### src/rtl/z16_instr_loader.sv
`default_nettype none
//==============================================================================
// Module   : z16_instr_loader
// Purpose  : Byte-stream boot loader for the z16 instruction memory. Parses
//            frames of the form SYNC(0xA5), CNT_L, CNT_H, N x {lo, hi}, CHK,
//            writes each 16-bit word to instruction memory and holds the CPU
//            in reset until a frame with a matching 8-bit checksum arrives.
// Ports    : i_clk        - clock, rising edge
//            i_rst        - asynchronous active-high reset
//            i_byte       - incoming stream byte
//            i_byte_valid - i_byte valid this cycle
//            o_byte_ready - loader accepts a byte this cycle
//            o_mem_we     - instruction memory write strobe (one cycle/word)
//            o_mem_addr   - instruction memory byte address (always even)
//            o_mem_wdata  - instruction word to write
//            o_cpu_hold   - CPU held in reset while high
//            o_done       - valid program loaded
//            o_error      - last load attempt failed
// Revision : 1.0 - initial release
//==============================================================================
module z16_instr_loader #(
   parameter int unsigned MAX_WORDS = 32768
) (
   input  logic        i_clk,
   input  logic        i_rst,
   input  logic [7:0]  i_byte,
   input  logic        i_byte_valid,
   output logic        o_byte_ready,
   output logic        o_mem_we,
   output logic [15:0] o_mem_addr,
   output logic [15:0] o_mem_wdata,
   output logic        o_cpu_hold,
   output logic        o_done,
   output logic        o_error
);

   localparam logic [7:0]  c_SYNC      = 8'hA5;
   localparam logic [16:0] c_MAX_WORDS = 17'(MAX_WORDS);

   typedef enum logic [3:0] {
      S_IDLE   = 4'd0,
      S_CNT_L  = 4'd1,
      S_CNT_H  = 4'd2,
      S_DATA_L = 4'd3,
      S_DATA_H = 4'd4,
      S_WRITE  = 4'd5,
      S_CHK    = 4'd6,
      S_DONE   = 4'd7,
      S_ERR    = 4'd8
   } state_t;

   state_t      state_q, state_d;
   logic [15:0] idx_q,   idx_d;     // word index of the next write
   logic [15:0] count_q, count_d;   // program length N in words
   logic [7:0]  cnt_l_q, cnt_l_d;   // CNT_L held until CNT_H arrives
   logic [7:0]  chk_q,   chk_d;     // running payload checksum, mod 256
   logic [7:0]  lo_q,    lo_d;
   logic [7:0]  hi_q,    hi_d;

   logic        w_accept;
   logic [15:0] w_count;

   // WRITE is the only state that refuses a byte, so acceptance depends on
   // the registered state alone.
   assign w_accept = i_byte_valid && (state_q != S_WRITE);
   assign w_count  = {i_byte, cnt_l_q};

   always_ff @(posedge i_clk or posedge i_rst) begin
      if (i_rst) begin
         state_q <= S_IDLE;
         idx_q   <= 16'h0000;
         count_q <= 16'h0000;
         cnt_l_q <= 8'h00;
         chk_q   <= 8'h00;
         lo_q    <= 8'h00;
         hi_q    <= 8'h00;
      end else begin
         state_q <= state_d;
         idx_q   <= idx_d;
         count_q <= count_d;
         cnt_l_q <= cnt_l_d;
         chk_q   <= chk_d;
         lo_q    <= lo_d;
         hi_q    <= hi_d;
      end
   end

   always_comb begin
      state_d = state_q;
      idx_d   = idx_q;
      count_d = count_q;
      cnt_l_d = cnt_l_q;
      chk_d   = chk_q;
      lo_d    = lo_q;
      hi_d    = hi_q;

      // Outputs decode straight from the state register, so an asynchronous
      // reset forces them (including the write strobe) low immediately.
      o_byte_ready = (state_q != S_WRITE);
      o_mem_we     = (state_q == S_WRITE);
      o_mem_addr   = idx_q << 1;
      o_mem_wdata  = {hi_q, lo_q};
      o_cpu_hold   = (state_q != S_DONE);
      o_done       = (state_q == S_DONE);
      o_error      = (state_q == S_ERR);

      case (state_q)
         S_IDLE, S_DONE, S_ERR: begin
            // Non-SYNC bytes are silently dropped between frames.
            if (w_accept && (i_byte == c_SYNC)) begin
               state_d = S_CNT_L;
               idx_d   = 16'h0000;
               chk_d   = 8'h00;
            end
         end
         S_CNT_L: begin
            if (w_accept) begin
               cnt_l_d = i_byte;
               state_d = S_CNT_H;
            end
         end
         S_CNT_H: begin
            if (w_accept) begin
               count_d = w_count;
               idx_d   = 16'h0000;
               chk_d   = 8'h00;
               if (w_count == 16'h0000) begin
                  state_d = S_CHK;
               end else if ({1'b0, w_count} > c_MAX_WORDS) begin
                  state_d = S_ERR;
               end else begin
                  state_d = S_DATA_L;
               end
            end
         end
         S_DATA_L: begin
            if (w_accept) begin
               lo_d    = i_byte;
               chk_d   = chk_q + i_byte;
               state_d = S_DATA_H;
            end
         end
         S_DATA_H: begin
            if (w_accept) begin
               hi_d    = i_byte;
               chk_d   = chk_q + i_byte;
               state_d = S_WRITE;
            end
         end
         S_WRITE: begin
            idx_d = idx_q + 16'd1;
            // 17-bit compare keeps the remaining-words test free of overflow.
            if (({1'b0, idx_q} + 17'd1) < {1'b0, count_q}) begin
               state_d = S_DATA_L;
            end else begin
               state_d = S_CHK;
            end
         end
         S_CHK: begin
            if (w_accept) begin
               state_d = (i_byte == chk_q) ? S_DONE : S_ERR;
            end
         end
         default: begin
            state_d = S_IDLE;
         end
      endcase
   end

endmodule
`default_nettype wire
### config.mk
export PLATFORM = sky130hd
export DESIGN_NAME = z16_instr_loader
export DESIGN_NICKNAME = d
export VERILOG_FILES = /design/src/rtl/z16_instr_loader.sv
export SDC_FILE = /design/constraint.sdc
export NUM_CORES = 1
export LEC_CHECK = 0
export CAP_MARGIN = 20
export CORE_AREA = 2 2 93 95
export CTS_BUF_LIST = sky130_fd_sc_hd__clkbuf_4 sky130_fd_sc_hd__clkbuf_8
export CTS_CLUSTER_DIAMETER = 60
export DETAILED_ROUTE_END_ITERATION = 8
export DIE_AREA = 0 0 95 97
export PLACE_DENSITY_LB_ADDON = 0.12
export SETUP_SLACK_MARGIN = 0.1
export SYNTH_ARGS = -nofsm -noshare
export SYNTH_HDL_FRONTEND = slang
export SYNTH_SLANG_ARGS = --single-unit
### constraint.sdc
create_clock -name i_clk -period 2.5 [get_ports i_clk]
set_input_delay 0.25 -clock i_clk [delete_from_list [all_inputs] [get_ports i_clk]]
set_output_delay 0.25 -clock i_clk [all_outputs]
set_load 0.02 [all_outputs]
# After elaboration in Yosys (flattened, before gate mapping)
# Index checks and enable logic that the tools add are counted.
# classes
n_eq_ne	19
mux	18
n_addsub	3
reduce_logical	15
n_lt_le_gt_ge	2
# ops
operator	count
$pmux W16 S3	1
$mux W4	9
$mux W16	2
$pmux W4 S7	1
$mux W8	3
$pmux W8 S3	1
$add A16 B1 Y17 const B	1
$lt A17 B16 Y1	1
$add A16 B1 Y16 const B	1
$eq A4 B3 Y1 const B	4
$gt A16 B16 Y1 const B	1
$logic_not A16 Y1	1
$ne A2 B2 Y1 const B	6
$add A8 B8 Y8	1
$eq A4 B2 Y1 const B	2
$eq A8 B8 Y1	1
$eq A8 B8 Y1 const B	1
$ne A4 B3 Y1 const B	2
$reduce_and A2 Y1	4
$reduce_and A6 Y1	1
$reduce_bool A3 Y1	2
$eq A4 B1 Y1 const B	1
$eq A4 B4 Y1 const B	1
$logic_not A4 Y1	1
other kinds (7)	8
# totals
inputBits	11
out_inout_bits	37
word_cells	64
regBits	68

# Logic depth before layout (Yosys ltp)
# depth
ltp_word	5
depth_mapped	11
depth_no_buf	11

# Least setup slack after synthesis
# No wires, ideal clock.
# synth_timing
path_kind	register to register
from	reg idx_q[0]
to	reg state_q[2]
stages_incl_launch_ff	12
t_arrival_ns	2.572
required_time_ns	2.399
setup_slack_ns	-0.173
synth_period_minus_slack_ns	2.673
setup_time_ns	0.101
n_path_buf	0
cell_sequence	dfrtp_1 ha_1 nand2_1 nor3_4 and3_1 xor2_1 ha_1 nand4_1 nor4_1 o31ai_1 and4_1 o32ai_1
# synth_between
elab_chain_len	4
# synth_lines
item	line_no	text
start, declared	53	logic [15:0] idx_q, idx_d;
start signal, assigned	79	idx_q <= idx_d;
$add A16 B1 Y17	153	if (({1'b0, idx_q} + 17'd1) < {1'b0, count_q}) begin
$lt A17 B16 Y1	153	
$mux W3	153	
$pmux W4 S7	107	case (state_q)
end signal, assigned	78	state_q <= state_d;
end, declared	52	state_t state_q, state_d;
# Every way passes these cells.
# A chain may end at the register's enable or synchronous reset.

# Worst setup path after layout
# Same ends and word-level chain as after synthesis.

==> flow_metrics.py <==
metrics = {
    "routing": {
        "viasPerCell": 5.65,
        "vias": 3446,
        "antenna_left": 0,
        "drt_wl_total_mm": 10.5,
        "drc_errors": 0,
        "drt_iter0_drc": 157,
        "drtPass1Iterations": 4,
        "wl_per_cell_um": 17.2,
    },
    "timing": {
        "setup_tns_ns": 0,
        "finalCritPeriodShare_pct": 98.8,
        "whs_ns": 0.230,
        "rsz0062_at_grt": "true",
        "finalHoldViolCount": 0,
        "fin_skew_ns": 0.00806,
        "slew_violations": 0,
        "fmax_mhz": 405,
        "finalSetupViolations": 0,
        "period_minus_slack_ns": 2.47,
        "fin_ws_ns": 0.0290,
    },
    "hold_path": {
        "hold_class": "primary input to async pin",
    },
    "critical_path": {
        "r2r_end": "state_q[2]",
        "worstSetupStartpointType": "register",
        "worst-r2r-cell-count": 12,
        "cp-endpoint": "state_q[2]",
        "critical_path_required_ns": 2.75,
        "worstReg2RegStart": "idx_q[0]",
        "endpoint_kind": "register",
        "cp-startpoint": "idx_q[0]",
        "path_class": "register to register",
        "worstPathArrival_ns": 2.72,
        "crit_path_max_fanout": 3,
        "reg2reg_slack_ns": 0.03,
    },
    "die": {
        "start_util_pct": 52.0,
        "pin_count": 48,
        "die-area_um2": 9220,
        "die-height_um": 97,
        "coreArea_um2": 8130,
        "die_x_um": 95,
        "row_count": 33,
    },
    "logic_synthesis": {
        "syn_avg_cell_area_um2": 10.3,
        "ys_seq_area_share_pct": 40.2,
        "syn_area_um2": 4230,
        "syn-num-nets": 446,
        "synth_cell_types": 65,
        "synth-edff-count": 0,
        "synth_ff_type": "dfrtp_1",
        "ys_warn_count": 0,
        "syn_inst": 411,
        "synthArstFlopShare_pct": 100,
        "yosys.area.top_type_share_pct": 40.2,
        "synth_top_cell_by_area": "dfrtp_1",
        "ys_ff_latch": 68,
        "synth.area.top_cells": "dfrtp_1, mux2_2, ha_1, buf_4, inv_1",
    },
    "clock_tree": {
        "cts_made_buffers": 9,
        "clock_path_buffers": 2,
        "cts_root_buf": "clkbuf_8",
        "cts_tree": "yes",
        "worstSkewPairLatency_ns": 0.34,
        "clk_pin_slew_ns": 0.08,
        "h-tree-depth": 3,
        "cts_sinks": 68,
        "ctsHoldBuffers": 0,
    },
    "grt": {
        "gr-total-overflow": 0,
        "grt_first_pass_wirelength_mm": 16.4,
        "gr-usage-all-layers_pct": 22.9,
        "antenna_found_initial": 0,
        "grt_pass1_vias": 3364,
        "grt_max_degree": 49,
    },
    "flow_run": {
        "drv_cap": 0,
    },
    "placed_design": {
        "placed_cells": 576,
        "globalplace.congestion": 0.880,
        "place_area_um2": 5020,
        "io_buffer_count": 46,
        "place_hpwl_mm": 7.34,
        "dp_slack_ns": -0.0695,
    },
    "pwr": {
        "p_leak_nw": 2.58,
        "powerDensity_nw_per_um2": 973,
        "vdd.ir_drop.worst_v": 0.000749,
    },
    "final_layout": {
        "nets": 535,
        "area_delta_synth_final_pct": 30.7,
        "stdcell_area_um2": 5530,
        "antenna_cells": 0,
        "stdcell_count": 610,
        "drive_above_1_share_pct": 32.7,
    },
    "run_status": {
        "run_status": "finished clean",
    },
}
where the power goes:
group          internal (mW)  switching, mW  total (mW)
Sequential              1.52          0.302        1.82
Combinational           1.32           1.29        2.61
Clock                  0.478          0.473       0.951
Total                   3.31           2.07        5.38
cell families (layout without fill, tap and decap cells):
group / Yosys count / count (layout) / share of synthesized area [%]
AOI/OAI and AO/OA: 78 / 78 / 14.1
and+or+nand+nor: 120 / 120 / 16.7
buffers and inverters: 63 / 157 / 7.51
DFF: 68 / 68 / 40.2
xor gates and xnor gates: 18 / 18 / 3.73
other: 1 / 1 / 0.0887
muxes: 39 / 39 / 10.4
adders and majority gates: 24 / 24 / 7.28
cell usage after synthesis (2+ instances only):
cell type,count
a21o_1,3
a21oi_1,17
a22o_1,14
a31oi_1,3
and2_1,3
and3_1,3
and4_1,4
buf_2,8
buf_4,17
clkbuf_1,3
dfrtp_1,68
ha_1,23
inv_1,33
mux2_2,38
nand2_1,22
nand2b_1,4
nand3_1,18
nand4_1,6
nor2_1,24
nor2b_1,5
nor3_1,8
nor4_1,5
o211ai_1,2
o21ai_0,14
o21ai_1,4
o22ai_1,2
o2bb2ai_1,2
o2bb2ai_2,3
or2_2,2
or3_1,2
xnor2_1,11
xor2_1,7
sequential cells by signal, indices dropped and copies added, names as in the netlist:
| name | cells |
|---|---|
| idx_q | 16 |
| cnt_l_q | 8 |
| count_q | 16 |
| chk_q | 8 |
| hi_q | 8 |
| lo_q | 8 |
| state_q | 4 |
how the worst min path moves through the flow:
stage | startpoint | endpoint | slack [ns] | cells past startpoint
final | i_rst | hi_q[0] | 0.23 | 2
after global routing | i_rst | hi_q[2] | 0.27 | 2
after global placement | hi_q[1] | hi_q[1] | 0.47 | 2
after floorplan | i_byte[2] | count_q[10] | 0.40 | 1
after detailed placement | hi_q[1] | hi_q[1] | 0.47 | 2
after CTS | i_rst | hi_q[0] | 0.23 | 2
cell type report:
| cell class | instances | area (um2) |
|---|---|---|
| Clock inverter | 7 | 83.8 |
| Multi-Input combinational cell | 280 | 2390 |
| Sequential cell | 68 | 1710 |
| Clock buffer | 9 | 124 |
| Tap cell | 105 | 131 |
| Inverter | 33 | 124 |
| Fill cell | 628 | 2610 |
| Timing Repair Buffer | 108 | 967 |
stage by stage:
step	util [%]	total power, mW
2_1_floorplan	-	3.55
3_3_place_gp	61.7	4.29
3_5_place_dp	61.7	4.35
4_1_cts	65.6	5.34
5_1_grt	68.0	5.74
6_report	68.0	5.38
worst max-delay path: stages, from the launching register on:
cell and delay, ns:
dfrtp_2 0.40, buf_4 0.14, nand2_4 0.07, nor4_4 0.25
buf_4 0.20, nand3_4 0.09, xnor2_2 0.14, ha_1 0.27
nand4_1 0.13, nor4_2 0.17, o31ai_1 0.12, and4_1 0.19
o32ai_1 0.20
repair_timing:
action / 4_1_cts / 5_1_grt
resized for setup: 10 / 21
buffers inserted: 9 / 9
endpoints found under the setup margin: 4 / 4
pin swaps: 4 / 15
per-layer routing:
metal	global-route usage, %	part of all wire (%)	up-vias
li1	-	-	1637
met3	4.67	3.9	20
met5	0	0	-
met4	7.36	2.2	0
met2	37.5	49	102
met1	30.2	45	1687
layout by cell type, fill, tap and decap left out, types with 4 or more instances in the layout:
master,synthesis,routed
nor4_1,5,4
o21ai_0,14,14
buf_6,1,4
a22o_1,14,14
ha_1,23,19
nand4_1,6,6
xnor2_1,11,8
o21ai_1,4,4
nor3_1,8,6
clkbuf_8,0,9
nand2_1,22,20
nand2b_1,4,4
a21oi_1,17,17
inv_1,33,32
mux2_2,38,38
xor2_1,7,4
buf_4,17,56
dfrtp_1,68,65
clkdlybuf4s50_1,0,44
nor2_1,24,24
and4_1,4,4
nand3_1,18,13
Power figures use the tool's default switching activity.
